==> src/rtl/regfile_write_scheduler_pkg.sv <==
// rtl/regfile_write_scheduler_pkg.sv - shared types and constants for the regfile write scheduler
package regfile_sched_pkg;

    localparam int unsigned REG_ADDR_W = 5;
    localparam logic [REG_ADDR_W-1:0] REG_ZERO = 5'd0;

    typedef enum logic {
        GRANT_A = 1'b0,
        GRANT_B = 1'b1
    } grant_t;

endpackage

==> src/rtl/regfile_write_scheduler_if.sv <==
// rtl/regfile_write_scheduler_if.sv - requester handshakes, register-file write port and read ports
interface regfile_write_scheduler_if #(
    parameter int unsigned N = 32
);
    import regfile_sched_pkg::*;

    logic                  A_Valid_i;
    logic                  A_Ready_o;
    logic [REG_ADDR_W-1:0] A_Register_i;
    logic [N-1:0]          A_Data_i;

    logic                  B_Valid_i;
    logic                  B_Ready_o;
    logic [REG_ADDR_W-1:0] B_Register_i;
    logic [N-1:0]          B_Data_i;

    logic                  Stall_i;

    logic                  Reg_Write_o;
    logic [REG_ADDR_W-1:0] Write_Register_o;
    logic [N-1:0]          Write_Data_o;

    logic [REG_ADDR_W-1:0] Read_Register_1_i;
    logic [REG_ADDR_W-1:0] Read_Register_2_i;
    logic [N-1:0]          Read_Data_1_i;
    logic [N-1:0]          Read_Data_2_i;
    logic [N-1:0]          Read_Data_1_o;
    logic [N-1:0]          Read_Data_2_o;

    modport master (
        output A_Valid_i, A_Register_i, A_Data_i,
        output B_Valid_i, B_Register_i, B_Data_i,
        output Stall_i,
        output Read_Register_1_i, Read_Register_2_i, Read_Data_1_i, Read_Data_2_i,
        input  A_Ready_o, B_Ready_o,
        input  Reg_Write_o, Write_Register_o, Write_Data_o,
        input  Read_Data_1_o, Read_Data_2_o
    );

    modport slave (
        input  A_Valid_i, A_Register_i, A_Data_i,
        input  B_Valid_i, B_Register_i, B_Data_i,
        input  Stall_i,
        input  Read_Register_1_i, Read_Register_2_i, Read_Data_1_i, Read_Data_2_i,
        output A_Ready_o, B_Ready_o,
        output Reg_Write_o, Write_Register_o, Write_Data_o,
        output Read_Data_1_o, Read_Data_2_o
    );

endinterface

==> src/rtl/regfile_write_scheduler_arbiter.sv <==
// rtl/regfile_write_scheduler_arbiter.sv - two-requester round-robin arbiter with stall
module rr_arbiter2
    import regfile_sched_pkg::*;
(
    input  logic clk,
    input  logic reset,
    input  logic a_valid,
    input  logic b_valid,
    input  logic stall,
    output logic a_grant,
    output logic b_grant
);

    grant_t last_grant;
    grant_t last_grant_next;

    always_ff @(posedge clk or negedge reset) begin
        if (!reset) begin
            last_grant <= GRANT_B;
        end else begin
            last_grant <= last_grant_next;
        end
    end

    // Grants are masked by reset so no handshake can complete while it is held.
    always_comb begin
        a_grant         = 1'b0;
        b_grant         = 1'b0;
        last_grant_next = last_grant;
        if (reset && !stall) begin
            if (a_valid && (!b_valid || last_grant == GRANT_B)) begin
                a_grant = 1'b1;
            end else if (b_valid) begin
                b_grant = 1'b1;
            end
        end
        if (a_grant) begin
            last_grant_next = GRANT_A;
        end else if (b_grant) begin
            last_grant_next = GRANT_B;
        end
    end

endmodule

==> src/rtl/regfile_write_scheduler.sv <==
// rtl/regfile_write_scheduler.sv - arbitrates two writeback requesters onto one register-file write port
module regfile_write_scheduler
    import regfile_sched_pkg::*;
#(
    parameter int unsigned N = 32
) (
    input logic clk,
    input logic reset,
    regfile_write_scheduler_if.slave bus
);

    logic                  a_grant;
    logic                  b_grant;
    logic                  reg_write;
    logic [REG_ADDR_W-1:0] write_register;
    logic [N-1:0]          write_data;

    rr_arbiter2 u_arbiter (
        .clk     (clk),
        .reset   (reset),
        .a_valid (bus.A_Valid_i),
        .b_valid (bus.B_Valid_i),
        .stall   (bus.Stall_i),
        .a_grant (a_grant),
        .b_grant (b_grant)
    );

    assign bus.A_Ready_o = a_grant;
    assign bus.B_Ready_o = b_grant;

    // Writes to register zero are accepted but never enable the write port.
    always_ff @(posedge clk or negedge reset) begin
        if (!reset) begin
            reg_write      <= 1'b0;
            write_register <= REG_ZERO;
            write_data     <= '0;
        end else if (bus.A_Valid_i && a_grant) begin
            reg_write      <= (bus.A_Register_i != REG_ZERO);
            write_register <= bus.A_Register_i;
            write_data     <= bus.A_Data_i;
        end else if (bus.B_Valid_i && b_grant) begin
            reg_write      <= (bus.B_Register_i != REG_ZERO);
            write_register <= bus.B_Register_i;
            write_data     <= bus.B_Data_i;
        end else begin
            reg_write      <= 1'b0;
        end
    end

    assign bus.Reg_Write_o      = reg_write;
    assign bus.Write_Register_o = write_register;
    assign bus.Write_Data_o     = write_data;

    always_comb begin
        bus.Read_Data_1_o = bus.Read_Data_1_i;
        bus.Read_Data_2_o = bus.Read_Data_2_i;
        if (reg_write && write_register == bus.Read_Register_1_i) begin
            bus.Read_Data_1_o = write_data;
        end
        if (reg_write && write_register == bus.Read_Register_2_i) begin
            bus.Read_Data_2_o = write_data;
        end
    end

endmodule

==> src/flat_wrapper.sv <==
// flat-port wrapper written by rule: the top's interface ports become plain ports
module regfile_write_scheduler_flat import regfile_sched_pkg::*;
#(
    parameter int unsigned N = 32
)
  (clk, reset, bus_A_Valid_i, bus_A_Register_i, bus_A_Data_i, bus_B_Valid_i, bus_B_Register_i, bus_B_Data_i, bus_Stall_i, bus_Read_Register_1_i, bus_Read_Register_2_i, bus_Read_Data_1_i, bus_Read_Data_2_i, bus_A_Ready_o, bus_B_Ready_o, bus_Reg_Write_o, bus_Write_Register_o, bus_Write_Data_o, bus_Read_Data_1_o, bus_Read_Data_2_o);
  regfile_write_scheduler_if #(.N(N)) bus_i ();
  input logic clk;
  input logic reset;
  input wire logic [$bits(bus_i.A_Valid_i)-1:0] bus_A_Valid_i;
  input wire logic [$bits(bus_i.A_Register_i)-1:0] bus_A_Register_i;
  input wire logic [$bits(bus_i.A_Data_i)-1:0] bus_A_Data_i;
  input wire logic [$bits(bus_i.B_Valid_i)-1:0] bus_B_Valid_i;
  input wire logic [$bits(bus_i.B_Register_i)-1:0] bus_B_Register_i;
  input wire logic [$bits(bus_i.B_Data_i)-1:0] bus_B_Data_i;
  input wire logic [$bits(bus_i.Stall_i)-1:0] bus_Stall_i;
  input wire logic [$bits(bus_i.Read_Register_1_i)-1:0] bus_Read_Register_1_i;
  input wire logic [$bits(bus_i.Read_Register_2_i)-1:0] bus_Read_Register_2_i;
  input wire logic [$bits(bus_i.Read_Data_1_i)-1:0] bus_Read_Data_1_i;
  input wire logic [$bits(bus_i.Read_Data_2_i)-1:0] bus_Read_Data_2_i;
  output wire logic [$bits(bus_i.A_Ready_o)-1:0] bus_A_Ready_o;
  output wire logic [$bits(bus_i.B_Ready_o)-1:0] bus_B_Ready_o;
  output wire logic [$bits(bus_i.Reg_Write_o)-1:0] bus_Reg_Write_o;
  output wire logic [$bits(bus_i.Write_Register_o)-1:0] bus_Write_Register_o;
  output wire logic [$bits(bus_i.Write_Data_o)-1:0] bus_Write_Data_o;
  output wire logic [$bits(bus_i.Read_Data_1_o)-1:0] bus_Read_Data_1_o;
  output wire logic [$bits(bus_i.Read_Data_2_o)-1:0] bus_Read_Data_2_o;
  assign bus_i.A_Valid_i = bus_A_Valid_i;
  assign bus_i.A_Register_i = bus_A_Register_i;
  assign bus_i.A_Data_i = bus_A_Data_i;
  assign bus_i.B_Valid_i = bus_B_Valid_i;
  assign bus_i.B_Register_i = bus_B_Register_i;
  assign bus_i.B_Data_i = bus_B_Data_i;
  assign bus_i.Stall_i = bus_Stall_i;
  assign bus_i.Read_Register_1_i = bus_Read_Register_1_i;
  assign bus_i.Read_Register_2_i = bus_Read_Register_2_i;
  assign bus_i.Read_Data_1_i = bus_Read_Data_1_i;
  assign bus_i.Read_Data_2_i = bus_Read_Data_2_i;
  assign bus_A_Ready_o = bus_i.A_Ready_o;
  assign bus_B_Ready_o = bus_i.B_Ready_o;
  assign bus_Reg_Write_o = bus_i.Reg_Write_o;
  assign bus_Write_Register_o = bus_i.Write_Register_o;
  assign bus_Write_Data_o = bus_i.Write_Data_o;
  assign bus_Read_Data_1_o = bus_i.Read_Data_1_o;
  assign bus_Read_Data_2_o = bus_i.Read_Data_2_o;
  regfile_write_scheduler #(.N(N)) u_core (.clk(clk), .reset(reset), .bus(bus_i));
endmodule
==> config.mk <==
export PLATFORM = sky130hd
export DESIGN_NAME = regfile_write_scheduler_flat
export DESIGN_NICKNAME = d
export VERILOG_FILES = /design/src/rtl/regfile_write_scheduler_pkg.sv /design/src/rtl/regfile_write_scheduler_if.sv /design/src/rtl/regfile_write_scheduler_arbiter.sv /design/src/rtl/regfile_write_scheduler.sv /design/src/flat_wrapper.sv
export SDC_FILE = /design/constraint.sdc
export NUM_CORES = 1
export LEC_CHECK = 0
export ABC_AREA = 0
export CAP_MARGIN = 10
export CORE_MARGIN = 1.5
export CORE_UTILIZATION = 29
export DETAILED_ROUTE_END_ITERATION = 8
export PLACE_DENSITY = 0.79
export SYNTH_ARGS = -nofsm -noshare
export SYNTH_HDL_FRONTEND = slang
export SYNTH_HIERARCHICAL = 1
export SYNTH_SLANG_ARGS = --single-unit
==> constraint.sdc <==
create_clock -name clk -period 3.3 [get_ports clk]
set_input_delay 0.495 -clock clk [delete_from_list [all_inputs] [get_ports clk]]
set_output_delay 0.495 -clock clk [all_outputs]
set_load 0.01 [all_outputs]
==> impl_metrics.env, run 1 <==
export IMPL_status="completed"
export IMPL_synthSimpleGateAreaFrac_pct=7.72
export IMPL_leakage_nw=2.47
export IMPL_syn_nets=415
export IMPL_htreeDepth=2
export IMPL_synthMuxAreaShare_pct=42.0
export IMPL_drive_gt1_share_pct=15.7
export IMPL_start_kind="primary input"
export IMPL_placed_area_mm2=0.00553
export IMPL_finalHoldViolCount=0
export IMPL_gr_usage_all_layers_pct=18.7
export IMPL_fin_crit_sh_pct=96.4
export IMPL_max_freq_mhz=314
export IMPL_slew_limit_headroom_pct=36.0
export IMPL_ant_nets=0
export IMPL_vias=2957
export IMPL_crit_type="in2out"
export IMPL_arrival_ps=2690
export IMPL_grt_pass1_wl_um=15100
export IMPL_synth_async_reset_ratio_pct=100
export IMPL_synthTopCellsByCount="dfrtp_1 (38), mux2i_1 (37), nand2_1 (34), o21ai_0 (33), mux2_2 (32)"
export IMPL_post_drt_wl_per_cell_um=16.3
export IMPL_synth_compound_area_share_pct=7.46
export IMPL_cts_sinks=39
export IMPL_yosys_area_top_type="dfrtp_1"
export IMPL_port_buffers=256
export IMPL_place_ws_ps=7.79
export IMPL_rows=36
export IMPL_place_gp_congestion=0.764
export IMPL_die_w_um=102
export IMPL_synth_fa_ha_area_share_pct=0
export IMPL_clock_latency_ps=280
export IMPL_core_area_mm2=0.00968
export IMPL_rsz0062_at_grt="false"
export IMPL_ios=257
export IMPL_fin_worst_skew_ps=5.30
export IMPL_hp_class="in2async"
export IMPL_drt_pass1_iterations=4
export IMPL_yosys_top_cells_area="dfrtp_1 (33%), mux2_4 (16%), mux2i_1 (13%), mux2_2 (13%), o21ai_0 (5.8%)"
export IMPL_detailed_place_hpwl_um=8360
export IMPL_yosysMostFrequentCell="dfrtp_1"
export IMPL_drv_cap=0
export IMPL_drc=0
export IMPL_nets=665
export IMPL_setup_slack_ps=120
export IMPL_numCtsBuffers=5
export IMPL_synth_edff_count=0
export IMPL_via_per_inst=4.59
export IMPL_final_area_mm2=0.00561
export IMPL_yosys_warnings=6
export IMPL_yosysUniqueCellTypes=25
export IMPL_start_util_pct=29.6
export IMPL_die_y_um=102
export IMPL_cp_end_kind="output port"
export IMPL_setup_tns_ps=0
export IMPL_yosys_area_share_xor_xnor_pct=3.05
export IMPL_synth_top_family_by_area="multiplexers"
export IMPL_synth_area_per_cell_um2=10.9
export IMPL_synth_seq_cells=39
export IMPL_setup_viol=0
export IMPL_ir_drop_v=0.000234
export IMPL_antenna_found_initial=0
export IMPL_slew_violations=0
export IMPL_synth_area_mm2=0.00287
export IMPL_die_area_mm2=0.0105
export IMPL_grt_pass1_vias=3000
export IMPL_area_growth_pct=95.7
export IMPL_wl_um=10500
export IMPL_tritoncts="yes"
export IMPL_netlist_area_leader_share_pct=33.2
export IMPL_ys_flop_type="dfrtp_1"
export IMPL_synth_cells=262
export IMPL_tightest_slew_ps=960
export IMPL_finalCriticalPeriod_ps=3180
export IMPL_grt_max_degree=65
export IMPL_n_fill_cell=836
export IMPL_drt_iter0_drc=72
export IMPL_diodes=0
export IMPL_ys_seq_area_share_pct=34.1
export IMPL_p_per_area_mw_per_mm2=341
export IMPL_power_mw=1.91
export IMPL_cts_clk_slew_worst_paths_ps=70
export IMPL_overflow=0
export IMPL_clock_path_buffers=2
export IMPL_crit_fanout=18
export IMPL_cts_root_buf="clkbuf_8"
export IMPL_critPathRequiredTime_ps=2800
==> placed cells by master, fill, tap and decap left out, types with 6 or more instances in the layout <==
cell	instances
clkdlybuf4s50_1	255
dfrtp_1	38
mux2i_1	37
o21ai_0	33
nand2_1	33
mux2_2	32
mux2_4	30
xor2_1	8
a21oi_1	8
nor2_1	6
==> repair_timing <==
action                                  in CTS  in global routing
setup buffers                                0                  0
gates resized for setup                      0                  1
hold buffers                                 0                  0
endpoints found under the setup margin       0                 32
==> where the power goes <==
part	internal (mW)	switching (mW)
Clock	0.141	0.155
Sequential	0.604	0.146
Combinational	0.561	0.308
Total	1.31	0.608
==> area by class of cell <==
type / instances / area [um^2] / area share, %
Clock buffer: 6 / 72.6 / 1.29
Inverter: 1 / 3.75 / 0.0669
Multi-Input combinational cell: 203 / 1740 / 31.0
Sequential cell: 39 / 977 / 17.4
Tap cell: 133 / 166 / 2.97
Timing Repair Buffer: 262 / 2650 / 47.3
==> layer usage <==
layer / GRT usage (%) / vias up / wire length (um)
li1: - / 1433 / -
met1: 20.0 / 1367 / 3840
met2: 36.4 / 147 / 5610
met3: 5.13 / 10 / 919
met4: 4.32 / 0 / 119
met5: 0 / - / 0
==> path summary, 6_finish.rpt <==
check | end | startpoint | slack (ps) | cells past startpoint
worst max-delay path | bus_Read_Data_1_o[21] | bus_Read_Register_1_i[2] | 120 | 7
worst min-delay path | u_core/bus.Write_Data_o[22] | reset | 290 | 2
worst max register to register | u_core/bus.Write_Data_o[12] | u_core/u_arbiter/last_grant | 1110 | 4
worst min register to register | u_core/u_arbiter/last_grant | u_core/u_arbiter/last_grant | 490 | 2
max in group asynchronous | u_core/bus.Write_Data_o[1] | reset | 2640 | 2
min in group clk | u_core/u_arbiter/last_grant | reset | 470 | 3
==> metrics by stage <==
step           std cells  util, %  hold slack [ps]
6_report             644     57.9              287
4_1_cts              644     57.9              304
3_5_place_dp         638     57.1              491
5_1_grt              644     57.9              344
3_3_place_gp         638     57.1              477
2_1_floorplan        262        -              199
==> worst max-delay path, cell delays in order <==
cell,delay [ps]
clkdlybuf4s50_1,410
xor2_1,170
nor4_2,290
and3_2,280
buf_12,170
mux2_2,350
clkdlybuf4s50_1,500
==> sequential cells by signal, indices dropped and copies added (netlist names) <==
| register | flops |
|---|---|
| u_core/bus.Write_Data_o | 32 |
| u_core/bus.Write_Register_o | 5 |
| u_core/bus.Reg_Write_o | 1 |
| u_core/u_arbiter/last_grant | 1 |
==> cells by family (layout without fill, tap and decap cells) <==
logic type      count (synthesis)  after routing
xor+xnor                       10             10
simple gates                   50             50
flops                          39             39
mux                           101            101
compound gates                 42             42
buf+inv                        20            269
Note: power is estimated with default switching activity, not from simulation.
==> run 2: changes to the inputs <==
Settings changed: CAP_MARGIN 10 to not set.
==> results of run 2 <==
No change in the layout: final DEF, timing and power equal those of run 1.
==> run 3: changes to the inputs <==
Settings changed: SETUP_SLACK_MARGIN set to 0.3.
==> impl_metrics.env, run 3 (synthesized netlist as in run 1, its figures left out) <==
export IMPL_tritoncts="yes"
export IMPL_crit_fanout=9
export IMPL_layout_common_cells="clkdlybuf4s50_1 (191), dfrtp_1 (38), mux2i_1 (37)"
export IMPL_tightest_slew_ps=984
export IMPL_vias=3067
export IMPL_n_fill_cell=821
export IMPL_start_util_pct=29.6
export IMPL_setup_viol=0
export IMPL_place_ws_ps=7.79
export IMPL_htreeDepth=2
export IMPL_status="completed"
export IMPL_hp_class="in2async"
export IMPL_wl_um=11100
export IMPL_detailed_place_hpwl_um=8360
export IMPL_clock_path_buffers=2
export IMPL_fin_worst_skew_ps=2.99
export IMPL_largest_reg_flops=32
export IMPL_critPathRequiredTime_ps=2800
export IMPL_leakage_nw=2.89
export IMPL_post_drt_wl_per_cell_um=16.6
export IMPL_cts_root_buf="clkbuf_8"
export IMPL_die_y_um=102
export IMPL_drc=0
export IMPL_start_kind="primary input"
export IMPL_drv_cap=0
export IMPL_setup_tns_ps=0
export IMPL_rows=36
export IMPL_cts_clk_slew_worst_paths_ps=70
export IMPL_core_area_mm2=0.00968
export IMPL_diodes=0
export IMPL_antenna_found_initial=0
export IMPL_finalHoldViolCount=0
export IMPL_p_per_area_mw_per_mm2=330
export IMPL_utilization_pct=59.5
export IMPL_drt_iter0_drc=76
export IMPL_fin_crit_sh_pct=91.7
export IMPL_met3_usage_pct=5.13
export IMPL_crit_type="in2out"
export IMPL_max_freq_mhz=330
export IMPL_numCtsBuffers=5
export IMPL_slew_limit_headroom_pct=34.4
export IMPL_grt_use_met2_pct=36.4
export IMPL_drt_pass1_iterations=4
export IMPL_grt_max_degree=65
export IMPL_cts_sinks=39
export IMPL_place_gp_congestion=0.764
export IMPL_area_growth_pct=101
export IMPL_gr_usage_all_layers_pct=18.7
export IMPL_die_area_mm2=0.0105
export IMPL_slew_violations=0
export IMPL_final_common_cell="clkdlybuf4s50_1"
export IMPL_drive_gt1_share_pct=24.6
export IMPL_grt_pass1_vias=3006
export IMPL_port_buffers=256
export IMPL_setup_slack_ps=273
export IMPL_cts_hold_buf=0
export IMPL_grt_use_met1_pct=20.0
export IMPL_via_per_inst=4.58
export IMPL_cp_end_kind="output port"
export IMPL_ant_nets=0
export IMPL_clock_latency_ps=280
export IMPL_rsz0062_at_grt="true"
export IMPL_grt_busiest_layer="met2"
export IMPL_die_w_um=102
export IMPL_grt_pass1_wl_um=15100
export IMPL_arrival_ps=2530
export IMPL_nets=690
export IMPL_finalCriticalPeriod_ps=3030
export IMPL_overflow=0
export IMPL_ir_drop_v=0.000234
export IMPL_ios=257
run 3: cell types whose count changed in the layout (fill, tap and decap cells not counted), sizes merged:
cell | previous run | this run
clkbuf | 6 | 34
clkdlybuf4s15 | 0 | 2
dlygate4sd2 | 0 | 7
buf | 7 | 31
dlymetal6s2s | 0 | 28
clkdlybuf4s50 | 255 | 191
run 3: area by class of cell:
cell class	count	area (um^2)	area share, %
Timing Repair Buffer	287	2800	48.5
Multi-Input combinational cell	203	1750	30.3
Sequential cell	39	977	17.0
Tap cell	133	166	2.89
Clock buffer	6	72.6	1.26
Inverter	1	3.75	0.0651
run 3: worst paths after layout:
path	start	slack [ps]	end	depth (start not counted)
setup / recovery	bus_Read_Register_2_i[2]	270	bus_Read_Data_2_o[10]	9
hold / removal	reset	290	u_core/bus.Write_Data_o[22]	2
setup reg to reg	u_core/u_arbiter/last_grant	1090	u_core/bus.Write_Data_o[29]	4
hold reg to reg	u_core/u_arbiter/last_grant	490	u_core/u_arbiter/last_grant	2
max in group asynchronous	reset	2630	u_core/bus.Write_Data_o[4]	2
min in group clk	reset	470	u_core/u_arbiter/last_grant	3
run 3: per-layer routing:
| metal | wire length [um] | part of all wire (%) |
|---|---|---|
| met1 | 4180 | 38 |
| met2 | 5920 | 53 |
| met3 | 925 | 8.3 |
| met4 | 93 | 0.84 |
| met5 | 0 | 0 |
run 3: power by group:
part	switching (mW)	internal, mW	leakage (nW)
Combinational	0.313	0.539	2.37
Clock	0.159	0.141	0.0371
Sequential	0.146	0.604	0.481
run 3: repair_timing:
action / CTS / global route
setup endpoints to repair: 64 / 58
cloned: 0 / 1
pin swaps: 3 / 4
setup buffers: 3 / 21
endpoints found under the hold margin: 0 / 0
resized for setup: 38 / 85
run 3: per-stage QoR:
step	hold WS, ps	area, um^2	instances	total power, mW
2_1_floorplan	199	2870	262	1.02
3_3_place_gp	477	5530	638	1.61
3_5_place_dp	491	5530	638	1.63
4_1_cts	304	5590	647	1.92
5_1_grt	349	5760	669	2.02
6_report	290	5760	669	1.90
run 3: critical path, cell delays in order:
cell and delay (ps):
clkdlybuf4s50_1 430, xor2_1 150, nor4_1 310, and3_4 260, buf_4 130, buf_4 110, buf_12 140, mux2_4 300
dlymetal6s2s_1 190
